`src/rtl/conv_param.sv`:
```
// conv_param: parametrised 1-D sliding-window convolution engine.
// Loads x[M] and f[N] concurrently, streams y[i] = sum_j x[i+j]*f[j] in order.
module conv_param #(
    parameter int M     = 12,
    parameter int N     = 5,
    parameter int T     = 10,
    parameter int OUT_W = 2*T+$clog2(N),
    parameter int RELU  = 0
) (
    input  logic                    clk,
    input  logic                    reset,
    input  logic signed [T-1:0]     x_data,
    input  logic                    x_valid,
    output logic                    x_ready,
    input  logic signed [T-1:0]     f_data,
    input  logic                    f_valid,
    output logic                    f_ready,
    output logic signed [OUT_W-1:0] y_data,
    output logic                    y_valid,
    input  logic                    y_ready
);

    localparam int ACC_W = 2*T + $clog2(N);
    localparam int PW    = 2*T;
    localparam int XCW   = $clog2(M+1);
    localparam int FCW   = $clog2(N+1);
    localparam int XAW   = (M > 1) ? $clog2(M) : 1;
    localparam int FAW   = (N > 1) ? $clog2(N) : 1;

    localparam logic [XCW-1:0] M_C    = XCW'(M);
    localparam logic [XCW-1:0] I_LAST = XCW'(M-N);
    localparam logic [FCW-1:0] N_C    = FCW'(N);
    localparam logic [FCW-1:0] N_LAST = FCW'(N-1);

    localparam logic signed [ACC_W-1:0] MAXV =
        {{(ACC_W-OUT_W+1){1'b0}}, {(OUT_W-1){1'b1}}};
    localparam logic signed [ACC_W-1:0] MINV = ~MAXV;

    typedef enum logic [1:0] {
        LOAD    = 2'd0,
        COMPUTE = 2'd1,
        OUTPUT  = 2'd2
    } state_e;

    state_e state, state_nx;

    logic signed [T-1:0] x_mem [M];
    logic signed [T-1:0] f_mem [N];

    logic [XCW-1:0] x_cnt, x_cnt_d;
    logic [FCW-1:0] f_cnt, f_cnt_d;
    logic [XCW-1:0] i_idx;
    logic [FCW-1:0] rd_j;
    logic [FCW-1:0] acc_cnt;
    logic [XAW-1:0] x_addr;
    logic [FAW-1:0] f_addr;

    logic rd_en, rd_v, prd_v;
    logic x_fire, f_fire, y_fire;
    logic last_out, acc_done, start;

    logic signed [T-1:0]     x_q, f_q;
    logic signed [PW-1:0]    prod;
    logic signed [ACC_W-1:0] acc;
    logic signed [ACC_W-1:0] relu_v;

    assign x_addr = XAW'(i_idx + XCW'(rd_j));
    assign f_addr = FAW'(rd_j);

    always_comb begin
        x_fire   = x_valid && x_ready;
        f_fire   = f_valid && f_ready;
        y_valid  = (state == OUTPUT);
        y_fire   = y_valid && y_ready;
        last_out = (i_idx == I_LAST);
        acc_done = prd_v && (acc_cnt == N_LAST);
        rd_en    = (state == COMPUTE) && (rd_j < N_C);
        x_cnt_d  = x_cnt;
        f_cnt_d  = f_cnt;
        state_nx = state;
        unique case (state)
            LOAD: begin
                if (x_fire) x_cnt_d = x_cnt + XCW'(1);
                if (f_fire) f_cnt_d = f_cnt + FCW'(1);
                if (x_cnt_d == M_C && f_cnt_d == N_C)
                    state_nx = COMPUTE;
            end
            COMPUTE: begin
                if (acc_done) state_nx = OUTPUT;
            end
            OUTPUT: begin
                if (y_fire) begin
                    if (last_out) begin
                        state_nx = LOAD;
                        x_cnt_d  = '0;
                        f_cnt_d  = '0;
                    end else begin
                        state_nx = COMPUTE;
                    end
                end
            end
            default: state_nx = LOAD;
        endcase
        start = (state_nx == COMPUTE) && (state != COMPUTE);
    end

    always_ff @(posedge clk) begin
        if (reset) state <= LOAD;
        else       state <= state_nx;
    end

    // Readies are registered so they never depend on the same-cycle valids.
    always_ff @(posedge clk) begin
        if (reset) begin
            x_cnt   <= '0;
            f_cnt   <= '0;
            x_ready <= 1'b0;
            f_ready <= 1'b0;
            i_idx   <= '0;
            rd_j    <= '0;
            acc_cnt <= '0;
            rd_v    <= 1'b0;
            prd_v   <= 1'b0;
            acc     <= '0;
        end else begin
            x_cnt   <= x_cnt_d;
            f_cnt   <= f_cnt_d;
            x_ready <= (state_nx == LOAD) && (x_cnt_d < M_C);
            f_ready <= (state_nx == LOAD) && (f_cnt_d < N_C);
            if (y_fire)
                i_idx <= last_out ? '0 : i_idx + XCW'(1);
            if (start) begin
                rd_j    <= '0;
                acc_cnt <= '0;
                acc     <= '0;
                rd_v    <= 1'b0;
                prd_v   <= 1'b0;
            end else begin
                rd_v  <= rd_en;
                prd_v <= rd_v;
                if (rd_en)
                    rd_j <= rd_j + FCW'(1);
                if (prd_v) begin
                    acc     <= acc + ACC_W'(prod);
                    acc_cnt <= acc_cnt + FCW'(1);
                end
            end
        end
    end

    // Read -> multiply -> accumulate, one tap per cycle.
    always_ff @(posedge clk) begin
        if (x_fire) x_mem[XAW'(x_cnt)] <= x_data;
        if (f_fire) f_mem[FAW'(f_cnt)] <= f_data;
        if (rd_en) begin
            x_q <= x_mem[x_addr];
            f_q <= f_mem[f_addr];
        end
        prod <= PW'(x_q) * PW'(f_q);
    end

    always_comb begin
        relu_v = acc;
        if (RELU != 0 && acc[ACC_W-1])
            relu_v = '0;
        if (relu_v > MAXV)
            y_data = OUT_W'(MAXV);
        else if (relu_v < MINV)
            y_data = OUT_W'(MINV);
        else
            y_data = OUT_W'(relu_v);
    end

endmodule

```
`config.mk`:
```
export PLATFORM = sky130hd
export DESIGN_NAME = conv_param
export DESIGN_NICKNAME = d
export VERILOG_FILES = /design/src/rtl/conv_param.sv
export SDC_FILE = /design/constraint.sdc
export NUM_CORES = 1
export LEC_CHECK = 0
export CORE_MARGIN = 4
export CORE_UTILIZATION = 50
export CTS_BUF_LIST = sky130_fd_sc_hd__clkbuf_8
export CTS_CLUSTER_SIZE = 25
export DETAILED_ROUTE_END_ITERATION = 6
export DONT_BUFFER_PORTS = 1
export PLACE_DENSITY_LB_ADDON = 0.3
export SLEW_MARGIN = 10
export SYNTH_ARGS = -nofsm -noshare
export SYNTH_HDL_FRONTEND = slang
export SYNTH_SLANG_ARGS = --single-unit
```
`constraint.sdc`:
```
create_clock -name clk -period 5.5 [get_ports clk]
set_input_delay 1.1 -clock clk [delete_from_list [all_inputs] [get_ports clk]]
set_output_delay 1.1 -clock clk [all_outputs]
set_load 0.02 [all_outputs]
```
==> flow_summary.toml <==
[sta]
period_needed_ps = 5298
hold_viol_final = 0
skew_ps = 24.96
fin_crit_sh_pct = 96.33
finalSetupTns_ps = 0
tightest_slew_ps = 1036
fmax_mhz = 188.8
whs_ps = 407.0
slew_violations = 0
setup_viol = 0
slew_headroom_pct = 30.65
layout_setup_ws_ps = 202.1

[floorplanning]
io_pins = 51
fp.dieH_um = 179.6
die_w_um = 179.6
rows = 62
start_util_pct = 51.03
core_um2 = 28860
dieArea_um2 = 32260

[finish]
fin_cells = 1629
syn2layout_area_growth_pct = 9.789
nNetsFinal = 1420
layout-drive-gt1-share_pct = 14.22
final_util_pct = 56.02
n_antenna_cell = 0
stdcell_area_um2 = 16170

[setup_path]
critPathArrivalTime_ps = 5780
start_kind = "flop"
crit_start = "f_q[4]"
end_kind = "flop"
cp.required_ps = 5980
crit_fanout = 8
crit_type = "reg -> reg"
rr_startpoint = "f_q[4]"

[place]
place_ws_ps = 49.40
dp.cells = 1537
portBuffers = 0
dp_hpwl_um = 20710
place.gp.congestion = 0.8533
postPlaceCellArea_um2 = 15160

[synthesis]
syn_nets = 1394
synth_edf_count = 190
ys_seq_elements = 256
yosysUniqueCellTypes = 68
ys_warn_count = 0
yosys_most_used_dff = "edfxtp_1"
seq_area_frac_synth_pct = 47.72
avgSynthCellArea_um2 = 12.34
mappedNetlistArea_um2 = 14730
synthArstFlopShare_pct = 0
postSynthCellCount = 1193

[pwr]
total_power_mw = 3.740
power_per_cell_area_nw_per_um2 = 231.4
p_leak_nw = 6.494
max-vdd-ir-drop_v = 0.0002185

[route]
antenna_left = 0
route.vias.total = 8686
wl_per_cell_um = 17.76
vias_per_cell = 5.332
wl_um = 28930
drt_iter0_markers = 396
drcViolationCount = 0
drt_pass1_iterations = 4

[global_route]
grt_pass1_wl_um = 48020
grt_pass1_vias = 9202
antenna_found_initial = 0
grt_max_degree = 33
track_usage_pct = 18.31
grt_overflow_total = 0

[clock_tree]
clockRootBuffer = "clkbuf_8"
clockBufferDepth = 3
cts_tree = "yes"
htreeDepth = 2
clock_sinks = 256
insertion_delay_ps = 570
numCtsBuffers = 45
path_clk_slew_ps = 50

[job]
cap_violations = 0

[worst_hold_path]
min_path_type = "reg -> reg"
min_from = "rd_v"

[run_status]
status = "complete, no violations"
==> state kept, by name (all words and copies together) (netlist names) <==
register	flops
acc	23
x_q	10
f_q	10
f_mem	50
prod	20
acc_cnt	3
rd_v	1
x_cnt	4
f_cnt	3
f_ready	1
state	2
x_mem	120
f_addr	3
prd_v	1
i_idx	4
x_ready	1
==> worst max-delay path, cell delays in order (launching register included) <==
cell	delay [ps]
edfxtp_1	510
and2_4	200
fa_1	480
inv_1	60
fa_1	490
inv_1	60
fa_1	460
fa_1	540
inv_1	50
fa_1	520
inv_1	40
ha_2	190
or3_4	400
o211ai_4	230
a31oi_4	120
a221o_1	370
a21o_1	210
a21oi_2	140
xnor2_1	120
==> worst paths after layout <==
path,endpoint,slack [ps],cells past startpoint
max reg2reg,prod[19],200,18
max,prod[19],200,18
min,prd_v,410,2
min reg2reg,prd_v,410,2
==> what timing repair did <==
item,in CTS,in global routing
hold buffers,0,0
gates resized for setup,0,13
setup endpoints to repair,0,2
setup buffers,0,19
==> per-layer routing <==
metal | up-vias | global-route usage [%] | share of wire [%]
met1 | 4292 | 22.32 | 41
met4 | 0 | 6.035 | 2.7
met2 | 189 | 32.61 | 51
met5 | - | 0 | 0
li1 | 4157 | - | -
met3 | 48 | 3.840 | 4.9
==> placed cells by master, fill, tap and decap left out, types with 11 or more instances in the layout <==
cell type and instances:
xnor2_1 32, nand2_1 105, dfxtp_1 66, edfxtp_1 190, mux2i_1 23, fa_1 91
buf_4 41, a21oi_1 35, mux2_2 11, ha_1 81, nand2b_1 12, nor2_1 66
and2_1 45, mux4_2 40, clkbuf_8 48, o21ai_0 24, xor2_1 12, inv_1 162
==> synthesized netlist by cell type (all sizes together), types with 3 or more instances <==
library cell    n  area [µm²]
inv           148       555.5
o31ai           3       22.52
o21bai          3       26.27
xnor2          33       289.0
or3             8       50.05
nand3b          4       30.03
buf            11       63.81
nand2b         12       75.07
mux4           40       900.9
nor3            9       45.04
o21ai          31       155.2
a21o            9       67.56
a21oi          38       193.9
a211oi         10       80.07
o21a            7       52.55
xor2           13       113.9
and2           48       302.8
nand3           6       30.03
fa             93        1862
nor4b           5       43.79
o211ai          5       47.54
nand2         107       401.6
mux2           12       135.1
clkbuf         51       191.4
nor2           67       254.0
mux2i          23       230.2
nor2b           9       56.30
or2             3       18.77
ha             83        1039
nand4           3       18.77
dfxtp          66        1321
and3            5       31.28
edfxtp        190        5705
a31oi           6       37.54
==> kinds of logic after synthesis <==
family	synth area share, %
compound gates	6.007
xor+xnor	2.736
fa+ha+maj	19.70
buf+inv	5.531
flops	47.72
mux	8.599
simple gates	9.712
==> power breakdown <==
part           internal (mW)  switching [mW]  total [mW]  leakage, nW
logic                 0.0190          0.0275      0.0465         3.78
registers               2.09         0.00837        2.10         2.25
clock network          0.848           0.750        1.60        0.461
==> cell type report <==
| cell class | count | area [µm²] |
|---|---|---|
| timing repair buffer | 41 | 307.8 |
| multi-input combinational | 726 | 6980 |
| sequential | 256 | 7027 |
| fill | 2397 | 12690 |
| tap | 384 | 480.5 |
| clock inverter | 25 | 147.6 |
| clock buffer | 48 | 660.6 |
| inverter | 149 | 563.0 |
(Power assumes the default switching activity.)
